--- src/rtl/sprite_render.sv ---
`default_nettype none
// ============================================================================
// Module      : sprite_render
// Description : Sprite pixel stage. Captures attribute, X and pattern bytes
//               for up to eight sprites during the fetch window, then counts
//               down X and shifts pattern bits out each visible dot, emitting
//               the highest-priority (lowest slot) opaque sprite pixel.
// Revision    : 1.0 - initial release
// ============================================================================
module sprite_render #(
    parameter int NSLOT = 8
) (
    input  logic       clk,
    input  logic       rst,
    input  logic       rend,
    input  logic [8:0] cycle,
    input  logic [8:0] scan,
    input  logic [7:0] ppumask,
    input  logic [3:0] sprite_cnt,
    input  logic [7:0] attribute,
    input  logic [7:0] x,
    input  logic       sp0,
    input  logic [7:0] pat_data,
    output logic [3:0] sp_pix,
    output logic       sp_pri,
    output logic       sp_zero
);

    // Slot state. attr keeps only the bits used downstream: {priority, palette}.
    logic [7:0] pat_lo_q [NSLOT];
    logic [7:0] pat_lo_d [NSLOT];
    logic [7:0] pat_hi_q [NSLOT];
    logic [7:0] pat_hi_d [NSLOT];
    logic [2:0] attr_q   [NSLOT];
    logic [2:0] attr_d   [NSLOT];
    logic [7:0] xcnt_q   [NSLOT];
    logic [7:0] xcnt_d   [NSLOT];
    logic       sp0_line_q;
    logic       sp0_line_d;

    logic       w_load_win;
    logic       w_render;
    logic       w_show;
    logic [2:0] w_slot;
    logic [2:0] w_c8;
    logic       w_slot_valid;
    logic [7:0] w_pat_flip;
    logic [7:0] w_pat_in;
    logic       w_found;
    logic [1:0] w_px_k;
    logic       w_unused;

    // Fetch window covers dots 256..319, one 8-dot group per slot.
    assign w_load_win   = rend && (cycle >= 9'd256) && (cycle <= 9'd319);
    // Visible dots 1..256 on scanlines 0..239 shift/count the slots.
    assign w_render     = rend && (cycle >= 9'd1) && (cycle <= 9'd256) && (scan <= 9'd239);
    // Pixel px = cycle-1, so px < 8 corresponds to cycle <= 8.
    assign w_show       = w_render && ppumask[4] && (ppumask[2] || (cycle > 9'd8));
    assign w_slot       = cycle[5:3];
    assign w_c8         = cycle[2:0];
    assign w_slot_valid = ({1'b0, w_slot} < sprite_cnt);
    // Slots beyond the found-sprite count are forced transparent.
    assign w_pat_in     = w_slot_valid ? (attribute[6] ? w_pat_flip : pat_data) : 8'h00;
    // Mask and attribute bits that this stage does not consume.
    assign w_unused     = ^{ppumask[7:5], ppumask[3], ppumask[1:0], attribute[7], attribute[4:2]};

    // Horizontal flip: bit-reverse the fetched pattern byte.
    always_comb begin
        w_pat_flip = 8'h00;
        for (int i = 0; i < 8; i++) begin
            w_pat_flip[i] = pat_data[7-i];
        end
    end

    // Next-state: shift/count during render, capture slot data in the fetch window.
    always_comb begin
        for (int k = 0; k < NSLOT; k++) begin
            pat_lo_d[k] = pat_lo_q[k];
            pat_hi_d[k] = pat_hi_q[k];
            attr_d[k]   = attr_q[k];
            xcnt_d[k]   = xcnt_q[k];
            if (w_render) begin
                if (xcnt_q[k] == 8'd0) begin
                    pat_lo_d[k] = {pat_lo_q[k][6:0], 1'b0};
                    pat_hi_d[k] = {pat_hi_q[k][6:0], 1'b0};
                end else begin
                    xcnt_d[k] = xcnt_q[k] - 8'd1;
                end
            end
        end
        sp0_line_d = sp0_line_q;
        if (w_load_win) begin
            if (cycle == 9'd256) begin
                sp0_line_d = sp0;
            end
            if (w_c8 == 3'd5) begin
                attr_d[w_slot]   = {attribute[5], attribute[1:0]};
                xcnt_d[w_slot]   = x;
                pat_lo_d[w_slot] = w_pat_in;
            end
            if (w_c8 == 3'd7) begin
                pat_hi_d[w_slot] = w_pat_in;
            end
        end
    end

    // Slot and sprite-0 registers with asynchronous clear.
    always_ff @(posedge clk or posedge rst) begin
        if (rst) begin
            for (int k = 0; k < NSLOT; k++) begin
                pat_lo_q[k] <= 8'h00;
                pat_hi_q[k] <= 8'h00;
                attr_q[k]   <= 3'd0;
                xcnt_q[k]   <= 8'd0;
            end
            sp0_line_q <= 1'b0;
        end else begin
            for (int k = 0; k < NSLOT; k++) begin
                pat_lo_q[k] <= pat_lo_d[k];
                pat_hi_q[k] <= pat_hi_d[k];
                attr_q[k]   <= attr_d[k];
                xcnt_q[k]   <= xcnt_d[k];
            end
            sp0_line_q <= sp0_line_d;
        end
    end

    // Priority select: first slot with an opaque pixel wins; masking zeroes the result.
    always_comb begin
        sp_pix  = 4'd0;
        sp_pri  = 1'b0;
        sp_zero = 1'b0;
        w_found = 1'b0;
        w_px_k  = 2'b00;
        for (int k = 0; k < NSLOT; k++) begin
            w_px_k = (xcnt_q[k] == 8'd0) ? {pat_hi_q[k][7], pat_lo_q[k][7]} : 2'b00;
            if (!w_found && (w_px_k != 2'b00)) begin
                w_found = 1'b1;
                if (w_show) begin
                    sp_pix  = {attr_q[k][1:0], w_px_k};
                    sp_pri  = attr_q[k][2];
                    sp_zero = (k == 0) && sp0_line_q;
                end
            end
        end
    end

endmodule
`default_nettype wire

--- config.mk ---
export PLATFORM = sky130hd
export DESIGN_NAME = sprite_render
export DESIGN_NICKNAME = d
export VERILOG_FILES = /design/src/rtl/sprite_render.sv
export SDC_FILE = /design/constraint.sdc
export NUM_CORES = 1
export LEC_CHECK = 0
export ABC_AREA = 1
export BUFFER_PORTS_ARGS = -buffer_cell sky130_fd_sc_hd__buf_4
export CAP_MARGIN = 10
export CORE_MARGIN = 10
export CORE_UTILIZATION = 32
export DETAILED_ROUTE_END_ITERATION = 6
export SETUP_SLACK_MARGIN = 0.15
export SKIP_LAST_GASP = 1
export SYNTH_ARGS = -nofsm -noshare
export SYNTH_HDL_FRONTEND = slang
export SYNTH_SLANG_ARGS = --single-unit
--- constraint.sdc ---
create_clock -name clk -period 26.1 [get_ports clk]
set_input_delay 7.83 -clock clk [delete_from_list [all_inputs] [get_ports clk]]
set_output_delay 7.83 -clock clk [all_outputs]
set_load 0.01 [all_outputs]
# After elaboration in Yosys (flattened, before gate mapping)
# Cells that the tools add are included.
# classes
addsub,8
multipliers,0
div,0
magnitude_cmp,9
n_eq_ne,3
shift,0
n_mux,127
n_bitwise,1
reduce_logical,41
# op_table
op,n
8-bit two-way mux,51
64-bit two-way mux,6
64-bit bitwise mux,3
8-bit zero test,8
4-bit two-way mux,16
8-bit by 1-bit subtractor with 8-bit output (second input constant),8
1-bit two-way mux,39
24-bit bitwise mux,1
8-bit demux with 3-bit select,1
9-bit less-or-equal comparator (second input constant),2
2-bit two-way mux,8
2-bit nonzero test,8
1-bit logical AND,15
3-bit demux with 3-bit select,1
9-bit equality test (second input constant),1
9-bit by 1-bit >= comparator with 1-bit output (second input constant),1
9-bit >= comparator (second input constant),1
9-bit by 4-bit greater-than comparator with 1-bit output (second input constant),1
9-bit by 8-bit less-or-equal comparator with 1-bit output (second input constant),1
1-bit zero test,7
3-bit equality test (second input constant),2
4-bit >= comparator (second input constant),1
3-bit by 4-bit less-than comparator with 1-bit output,1
4-bit by 1-bit less-than comparator with 1-bit output (second input constant),1
other kinds (4),5
# totals
regBits,217
latch_bits,0
ram_bits,0
romBits,0
out_inout_bits,6
elab_cells,222
memories,0

# Logic depth before layout (Yosys ltp)
# Gate-level depths: netlist (run 1).
# logic_depth
depth_word,25
mapped_depth,16
depth_no_buf,16

# Least setup slack after synthesis (run 1)
# Ideal clock, no wire load.
# synth_timing
path_type,input to output
from,in cycle[7]
to,out sp_pix[0]
arrival_time_ns,9.342
t_required_ns,18.270
path_slack_ns,8.928
path_stages,9
path_buffers,0
cell_sequence,nor2_1 -> nand2_1 -> o21ai_2 -> nand3_4 -> nor2_2 -> nand4_1 -> nor2_1 -> nor2_1 -> a21oi_1
# synth_via
elab_chain_len,22
word_cells_on_any_way,25
# synth_lines
item,line_no,rtl
start: declaration,16,"input logic [8:0] cycle,"
9-bit by 1-bit >= comparator with 1-bit output,56,assign w_render = rend && (cycle >= 9'd1) && (cycle <= 9'd256) && (scan <= 9'd239);
1-bit logical AND (3 in series),56,
1-bit logical AND,58,assign w_show = w_render && ppumask[4] && (ppumask[2] || (cycle > 9'd8));
1-bit logical AND (*),58,
4-bit two-way mux,139,if (w_show) begin
4-bit two-way mux,137,if (!w_found && (w_px_k != 2'b00)) begin
4-bit two-way mux,139,
4-bit two-way mux,137,
(+4 left out),-,
4-bit two-way mux,139,
4-bit two-way mux,137,
4-bit two-way mux,139,
4-bit two-way mux,137,
4-bit two-way mux,139,
4-bit two-way mux,137,
4-bit two-way mux,139,
4-bit two-way mux (*),137,
end: declaration,24,"output logic [3:0] sp_pix,"
# Every way passes the cells marked *; elsewhere a longest branch is shown, timed or not.

# Final worst setup path (run 1)
# layout_timing
from,in scan[4]
to,out sp_pix[1]
# layout_via
elab_chain_len,20
# layout_lines
item,line_no,rtl
start: declaration,17,"input logic [8:0] scan,"
9-bit by 8-bit less-or-equal comparator with 1-bit output (*),56,
1-bit logical AND (*),56,
1-bit logical AND (*) (2 in series),58,
4-bit two-way mux,139,
4-bit two-way mux,137,
4-bit two-way mux,139,
4-bit two-way mux,137,
4-bit two-way mux,139,
(+3 left out),-,
4-bit two-way mux,139,
4-bit two-way mux,137,
4-bit two-way mux,139,
4-bit two-way mux,137,
4-bit two-way mux,139,
4-bit two-way mux,137,
4-bit two-way mux,139,
4-bit two-way mux (*),137,
# Marked as above.

==> results of run 1 <==
==> sequential cells by signal, summed over array words and instances, names as in the netlist <==
| register | flops |
|---|---|
| sp0_line_q | 1 |
| attr_q | 24 |
| xcnt_q | 64 |
| pat_lo_q | 64 |
| pat_hi_q | 64 |
==> logic make-up after synthesis <==
kind of cell             after synthesis  synth area share
flip-flops                           217             0.465
buffers and inverters                266            0.0905
adder cells (fa/ha/maj)               10            0.0107
multiplexers                           7           0.00676
AO/OA/AOI/OAI                        353             0.174
XOR/XNOR                              30            0.0225
AND/OR/NAND/NOR                      627             0.230
==> cell usage after synthesis, drive strengths merged (4+ instances only) <==
cell	instances
a211oi	6
xor2	21
o21a	5
nand2	336
o22ai	37
clkbuf	32
dfrtp	217
ha	10
nand4	12
a22oi	7
nor2	163
buf	22
or2	4
a21oi	42
o211ai	47
mux2	7
o21ai	195
inv	211
nand3	82
nor3	26
xnor2	9
==> worst paths after layout <==
kind                                  from      endpoint  slack, ns
worst max-delay path               scan[4]     sp_pix[1]       7.95
worst min-delay path            attr_q[22]    attr_q[22]       0.49
worst max register to register  xcnt_q[32]    xcnt_q[38]      23.11
worst min register to register  attr_q[22]    attr_q[22]       0.49
max in group asynchronous              rst  pat_lo_q[11]      17.36
min in group asynchronous              rst    xcnt_q[51]       7.36
==> layout make-up <==
cell class / count / area, um^2
clock inverter: 14 / 190
inverter: 212 / 803
tap: 461 / 577
clock buffer: 30 / 644
multi-input combinational: 1027 / 5180
fill: 3758 / 22500
sequential: 217 / 5430
timing repair buffer: 55 / 413
==> metal layers <==
| layer | GRT usage | share of wire |
|---|---|---|
| met1 | 0.200 | 0.48 |
| met3 | 0.0159 | 0.041 |
| met2 | 0.234 | 0.45 |
| met5 | 0 | 0 |
| met4 | 0.0420 | 0.024 |
==> worst min-delay path, stage by stage (launching register included) <==
cell     delay, ns
dfrtp_1       0.34
nand2_1       0.05
o21ai_0       0.06
==> power breakdown <==
group,internal (uW),switching (uW),leakage (uW)
clock,216,145,0.000392
combinational,86.5,133,0.00352
sequential,412,52.6,0.00268
total,715,331,0.00659
==> stage by stage <==
stage / total power, uW / hold slack (ns) / instances / worst slack [ns]
after CTS: 1050 / 0.491 / 2016 / 7.92
after detailed placement: 687 / 0.475 / 1972 / 7.93
after global placement: 680 / 0.470 / 1972 / 7.99
final: 1050 / 0.487 / 2016 / 7.95
after floorplan: 628 / 0.453 / 1510 / 8.93
after global routing: 1110 / 0.520 / 2016 / 7.73
==> impl_metrics.json, run 1 <==
{
  "status": "complete, no violations",
  "worst_pin_slew_ns": 1.03,
  "h-tree-depth": 1,
  "clkSlewWorstSetupHoldPaths_ns": 0.06,
  "placed_cell_area_um2": 12400,
  "worstPathCellList": "buf_4, nand2_1, nor2_1, nor3_1, nand3_4, nor2_2, nand4_1, nor2_1, nor2_1, a21oi_1, buf_4",
  "slew_violations": 0,
  "drive_gt1_frac": 0.0907,
  "area_delta_synth_final_pct": 13.5,
  "critPathTopFamily": "simple AND/OR/NAND/NOR gates",
  "mostFrequentLayoutCell": "nand2_1",
  "start_util": 0.326,
  "fmax_mhz": 55.1,
  "fin_util": 0.370,
  "hold_buffers": 0,
  "ctsLongestPathBuffers": 3,
  "post_cts_resized": 0,
  "clock_sinks": 217,
  "worst_ep_required_time_ns": 18.27,
  "vias": 10039,
  "drt_iter0_drc": 856,
  "synth_top_area_share": 0.465,
  "syn_inst": 1510,
  "cp_slowest_stage_delay_ns": 0.55,
  "finalSetupTns_ns": 0,
  "die-area_um2": 44500,
  "critPathArrivalTime_ns": 10.32,
  "hold_viol_final": 0,
  "netlist_area_um2": 11700,
  "antenna_cells": 0,
  "final_cell_mix": "nand2_1 (332), dfrtp_1 (217), inv_1 (205), o21ai_0 (192), nor2_1 (151)",
  "grt_use_total": 0.145,
  "critical_path_class": "in2out",
  "rsz0062_at_grt": "false",
  "first_pass_iters": 6,
  "fp.coreArea_um2": 35700,
  "syn_area_per_cell_um2": 7.73,
  "gp_congestion": 0.867,
  "ant_nets": 0,
  "cp_max_fo": 36,
  "hold_depth": 2,
  "grt_antenna_before_repair": 0,
  "ys_seq_area_frac": 0.465,
  "p_leak_uw": 0.00659,
  "synth_cell_types": 47,
  "cts_buffers": 25,
  "drc": 0,
  "ys_async_sr_fraction": 1.00,
  "final_nets": 1606,
  "grt_pass1_wl_mm": 52.4,
  "ys.flop_type": "dfrtp_1",
  "grt-ovfl-total": 0,
  "wl_per_cell_um": 16.0,
  "vias_per_cell": 4.98,
  "totalWireLength_mm": 32.3,
  "cp-start-kind": "primary input",
  "first_global_vias": 9732,
  "finish.instance_area_um2": 13200,
  "crit_path_frequent_cell": "nor2_1",
  "yosysTopAreaCell": "dfrtp_1",
  "numPortBuffers": 49,
  "cp-end-kind": "output pin",
  "fin_skew_ns": 0.0112,
  "synth_nets": 1578,
  "cts_root_buf": "clkbuf_16",
  "worstRegToRegCells": 9,
  "synth_area_leaders": "dfrtp_1 (47%), nand2_1 (11%), o21ai_0 (8.2%), inv_1 (6.6%), nor2_1 (4.9%)",
  "min_period_over_period": 0.695,
  "dp_hpwl_mm": 22.0,
  "timing.slew.headroom": 0.311,
  "setup_viol": 0,
  "crit_cells": 11,
  "fin_crit_ns": 18.15,
  "post-cts-setup-buffers": 0,
  "die_x_um": 211,
  "yosys_warnings": 0,
  "path_buf_inv": 2,
  "ys_ff_latch": 217,
  "worst_ir_drop_vdd_v": 0.0000340,
  "clock_insertion_delay_worst_skew_ns": 0.52,
  "grt_max_degree": 74,
  "rows": 69,
  "cpMaxStageDelayCell": "nor2_2",
  "cts_tree": "built",
  "drv_cap": 0,
  "hp-class": "reg2reg",
  "p_per_area_nw_per_um2": 79.0,
  "ioPinCount": 64,
  "synth_edf_count": 0,
  "die_y_um": 211
}
Power figures use the tool's default switching activity.
==> run 2, diff against run 1 <==
==> constraint.sdc (replaced) <==
create_clock -name clk -period 17.05 [get_ports clk]
set_input_delay 5.115 -clock clk [delete_from_list [all_inputs] [get_ports clk]]
set_output_delay 5.115 -clock clk [all_outputs]
set_load 0.01 [all_outputs]
==> run 2 against run 1 <==
- first-iteration DRC count is 0.93% lower
- total power is 54% higher
- non-clock buffer count stayed put
- combinational power is 54% higher
- critical endpoint is now sp_pix[0]
- via count is 0.35% higher
- clock skew is 0.0018 ns lower
- count of clock-buffer cells in the layout is 5 higher
- clock power is 54% higher
- final cell count hardly changed
- global-route usage is 0.099 points lower
- utilization hardly changed
- design area hardly changed
==> impl_metrics.json, run 2 (synthesis results as in run 1) <==
{
  "grt_antenna_before_repair": 0,
  "path_buf_inv": 3,
  "critPathTopFamily": "simple AND/OR/NAND/NOR gates",
  "r2r-end": "xcnt_q[35]",
  "hp-class": "reg2reg",
  "timing.slew.headroom": 0.346,
  "slew_violations": 0,
  "critPathArrivalTime_ns": 7.61,
  "p_per_area_nw_per_um2": 121,
  "fin_skew_ns": 0.00940,
  "ctsLongestPathBuffers": 3,
  "hold_depth": 2,
  "fmax_mhz": 78.6,
  "wl_per_cell_um": 16.0,
  "top_regs": "pat_hi_q: 64 flops, pat_lo_q: 64 flops, xcnt_q: 64 flops",
  "mostFrequentLayoutCell": "nand2_1",
  "cts_buffers": 25,
  "grt_pass1_wl_mm": 52.0,
  "fin_crit_ns": 12.73,
  "drive_gt1_frac": 0.0900,
  "min_to": "attr_q[16]",
  "rsz0062_at_grt": "false",
  "finalPower_uw": 1610,
  "r2r-start": "xcnt_q[32]",
  "area_delta_synth_final_pct": 13.5,
  "ioPinCount": 64,
  "cp_max_fo": 36,
  "die-area_um2": 44500,
  "first_pass_iters": 6,
  "worstHoldStart": "attr_q[16]",
  "grt_max_degree": 90,
  "worstRegToRegCells": 9,
  "crit_start": "cycle[3]",
  "drt_iter0_drc": 848,
  "worstPathCellList": "buf_4, inv_1, nand3_1, o21ai_2, nand3_4, nor2_2, nand4_1, nor2_1, nor2_1, a21oi_1, buf_4",
  "clock_insertion_delay_worst_skew_ns": 0.52,
  "finalSetupTns_ns": 0,
  "cpMaxStageDelayCell": "nor2_2",
  "start_util": 0.326,
  "worst_ep_required_time_ns": 11.93,
  "first_global_vias": 9604,
  "final_nets": 1606,
  "hold_buffers": 0,
  "critical_path_class": "in2out",
  "post-cts-setup-buffers": 0,
  "cts_tree": "built",
  "cts_root_buf": "clkbuf_16",
  "fp.coreArea_um2": 35700,
  "drc": 0,
  "worst_pin_slew_ns": 0.979,
  "drv_cap": 0,
  "totalWireLength_mm": 32.2,
  "min_period_over_period": 0.746,
  "ant_nets": 0,
  "antenna_cells": 0,
  "vias_per_cell": 4.99,
  "vias": 10074,
  "h-tree-depth": 1,
  "dp_hpwl_mm": 22.0,
  "hold_viol_final": 0,
  "grt_use_total": 0.144,
  "gp_congestion": 0.859,
  "reg2reg_slack_ns": 14.04,
  "cp_slowest_stage_delay_ns": 0.53,
  "post_cts_resized": 0,
  "final_cell_mix": "nand2_1 (332), dfrtp_1 (217), inv_1 (205), o21ai_0 (192), nor2_1 (151)",
  "numPortBuffers": 49,
  "fillers": 3725,
  "die_y_um": 211,
  "p_leak_uw": 0.00662,
  "die_x_um": 211,
  "setup_viol": 0,
  "cp-start-kind": "primary input",
  "grt-ovfl-total": 0,
  "clkSlewWorstSetupHoldPaths_ns": 0.06,
  "cp-end-kind": "output pin",
  "rows": 69,
  "worst_ir_drop_vdd_v": 0.0000602,
  "status": "complete, no violations",
  "clock_sinks": 217
}
## run 2: layout make-up
class	count	area (um^2)	share of cell area
inverter	212	803	0.0606
multi-input combinational	1027	5180	0.391
clock inverter	10	150	0.0113
tap	461	577	0.0435
timing repair buffer	55	413	0.0312
sequential	217	5430	0.410
clock buffer	35	693	0.0523
## run 2: worst reg2reg max path, stage by stage (launching register included)
cell and delay [ns]:
dfrtp_1 0.34, inv_1 0.07, ha_1 0.22, nand3_1 0.11, nor2_1 0.09, nand2_1 0.63, inv_1 0.38, nor2_1 0.71
o21ai_0 0.24, o21ai_0 0.13
## run 2: through the flow
stage | std cells | area, um^2 | setup slack, ns | hold WS [ns] | util
floorplan | 1510 | 11700 | 5.31 | 0.453 | -
global placement | 1972 | 12400 | 4.35 | 0.468 | 0.347
detailed placement | 1972 | 12400 | 4.30 | 0.477 | 0.347
CTS | 2017 | 13200 | 4.30 | 0.493 | 0.371
global route | 2017 | 13200 | 4.09 | 0.518 | 0.371
finish | 2017 | 13200 | 4.32 | 0.488 | 0.371
## run 2: per-layer routing
metal | GRT usage | wire length (um)
met1 | 0.199 | 15700
met2 | 0.232 | 14500
met3 | 0.0150 | 1240
met4 | 0.0432 | 769
met5 | 0 | 0
## run 2: worst max path at each step
stage | depth (start not counted) | slack [ns] | endpoint
finish | 11 | 4.32 | sp_pix[0]
CTS | 11 | 4.30 | sp_pix[0]
global placement | 11 | 4.35 | sp_pix[2]
floorplan | 9 | 5.31 | sp_pix[0]
detailed placement | 11 | 4.30 | sp_pix[0]
global route | 12 | 4.09 | sp_pix[1]
## run 2: where the power goes
| group | total [uW] | switching, uW | internal, uW |
|---|---|---|---|
| logic | 337 | 205 | 133 |
| clock network | 559 | 216 | 343 |
| registers | 712 | 80.4 | 631 |
==> run 3, diff against run 2 <==
==> constraint.sdc (replaced) <==
create_clock -name clk -period 11.8 [get_ports clk]
set_input_delay 3.54 -clock clk [delete_from_list [all_inputs] [get_ports clk]]
set_output_delay 3.54 -clock clk [all_outputs]
set_load 0.01 [all_outputs]
==> run 3 against run 2 <==
- the flow now finishes with violations (design-rule violations)
- flip-flop and latch count is the same
- combinational power up 44%
- worst hold slack got worse by 0.0035 ns
- sequential power is 45% higher
- via count down 0.44%
==> impl_metrics.json, run 3 (synthesis results as in run 1) <==
{
  "grt_pass1_wl_mm": 52.2,
  "place_inst": 1973,
  "h-tree-depth": 1,
  "worstPathCellList": "buf_4, inv_1, nand3_1, o21ai_2, nand3_4, nor2_2, nand4_1, nor2_1, nor2_1, a21oi_1, buf_4",
  "reg2reg_slack_ns": 8.90,
  "grt-ovfl-total": 0,
  "min_period_over_period": 0.775,
  "first_global_vias": 9545,
  "drc": 2,
  "status": "finished, violations left",
  "final_nets": 1607,
  "antenna_cells": 0,
  "grt_max_degree": 98,
  "cts_tree": "built",
  "clkSlewWorstSetupHoldPaths_ns": 0.06,
  "vias_per_cell": 4.97,
  "worst_pin_slew_ns": 0.916,
  "dp_hpwl_mm": 21.9,
  "fillers": 3745,
  "gp_congestion": 0.881,
  "post_cts_resized": 0,
  "cp-end-kind": "output pin",
  "clock_sinks": 217,
  "cp-start-kind": "primary input",
  "multi_input_area_um2": 5180,
  "ctsLongestPathBuffers": 3,
  "cts_buffers": 25,
  "r2r-start": "xcnt_q[32]",
  "wl_per_cell_um": 15.9,
  "grt_antenna_before_repair": 0,
  "hp-class": "reg2reg",
  "top_regs": "pat_hi_q: 64 flops, pat_lo_q: 64 flops, xcnt_q: 64 flops",
  "rsz0062_at_grt": "false",
  "pre_cts_ws_ns": 2.66,
  "regArea_um2": 5430,
  "drv_cap": 0,
  "worst_ir_drop_vdd_v": 0.0000962,
  "area_delta_synth_final_pct": 13.3,
  "final_cell_count_no_fill": 2017,
  "p_leak_uw": 0.00660,
  "violations": "design-rule violations",
  "critPathArrivalTime_ns": 5.61,
  "start_util": 0.326,
  "crit_start": "cycle[3]",
  "ant_nets": 0,
  "cp_max_fo": 9,
  "fmax_mhz": 109,
  "worst_ep_required_time_ns": 8.26,
  "hold_viol_final": 0,
  "fin_skew_ns": 0.0127,
  "setup_ws_ns": 2.65,
  "clock_insertion_delay_worst_skew_ns": 0.54,
  "critical_path_class": "in2out",
  "die_x_um": 211,
  "post-cts-setup-buffers": 0,
  "ioPinCount": 64,
  "vias": 10030,
  "die_y_um": 211,
  "mostFrequentLayoutCell": "nand2_1",
  "setup_viol": 0,
  "crit_path_end": "sp_pix[1]",
  "rows": 69,
  "drive_gt1_frac": 0.0925,
  "finalSetupTns_ns": 0,
  "slew_violations": 0,
  "numPortBuffers": 49,
  "totalWireLength_mm": 32.2,
  "die-area_um2": 44500,
  "worstRegToRegCells": 9,
  "timing.slew.headroom": 0.388,
  "cp_slowest_stage_delay_ns": 0.47,
  "final_cell_mix": "nand2_1 (332), dfrtp_1 (217), inv_1 (205), o21ai_0 (192), nor2_1 (151)",
  "r2r-end": "xcnt_q[38]",
  "drt_iter0_drc": 768,
  "first_pass_iters": 7,
  "fin_crit_ns": 9.15,
  "cts_root_buf": "clkbuf_16",
  "grt_use_total": 0.144,
  "hold_buffers": 0,
  "cpMaxStageDelayCell": "nor2_2",
  "p_per_area_nw_per_um2": 173,
  "fp.coreArea_um2": 35700
}
==> run 3: cell types whose count changed in the layout (fill, tap and decap cells not counted) <==
cell and change:
clkbuf_8 +3, clkinvlp_4 +2, bufinv_16 -3, inv_6 +1
buf_4 +1, clkbuf_1 -4
==> run 3: power breakdown <==
part	internal [uW]	switching [uW]	leakage (uW)	total (uW)
Clock	447	324	0.000397	771
Sequential	912	117	0.00268	1030
Combinational	192	294	0.00352	486
==> run 3: worst min path at each step <==
stage	cells past startpoint	start	slack [ns]	end
global route	2	attr_q[8]	0.51	attr_q[8]
floorplan	2	attr_q[21]	0.45	attr_q[21]
CTS	2	attr_q[8]	0.49	attr_q[8]
detailed placement	2	attr_q[8]	0.48	attr_q[8]
finish	2	attr_q[8]	0.48	attr_q[8]
global placement	2	attr_q[23]	0.47	attr_q[23]
==> run 3: worst max-delay path, delay by kind of cell <==
kind	cells	cell delay, ns
and+or+nand+nor	6	1.26
buffers and inverters	3	0.43
AOI/OAI and AO/OA	2	0.38
==> run 3: stage by stage <==
| step | total power [uW] | instance area [um^2] | hold WS (ns) | utilization |
|---|---|---|---|---|
| after global routing | 2440 | 13200 | 0.510 | 0.370 |
| after CTS | 2300 | 13200 | 0.494 | 0.370 |
| after global placement | 1500 | 12400 | 0.470 | 0.347 |
| after detailed placement | 1520 | 12400 | 0.481 | 0.347 |
| final | 2290 | 13200 | 0.485 | 0.370 |
| after floorplan | 1390 | 11700 | 0.453 | - |
==> run 3: layout make-up <==
class | count | area share
Tap cell | 461 | 0.0437
Inverter | 212 | 0.0608
Clock buffer | 34 | 0.0544
Sequential cell | 217 | 0.411
Multi-Input combinational cell | 1027 | 0.392
Timing Repair Buffer | 56 | 0.0318
Clock inverter | 10 | 0.00634
==> run 3: metal layers <==
layer / share of wire / vias to the layer above / wire (um) / GRT usage
li1: - / 5003 / - / -
met1: 0.49 / 4794 / 15800 / 0.202
met2: 0.45 / 195 / 14400 / 0.230
met3: 0.042 / 38 / 1340 / 0.0166
met4: 0.019 / 0 / 602 / 0.0380
met5: 0 / - / 0 / 0
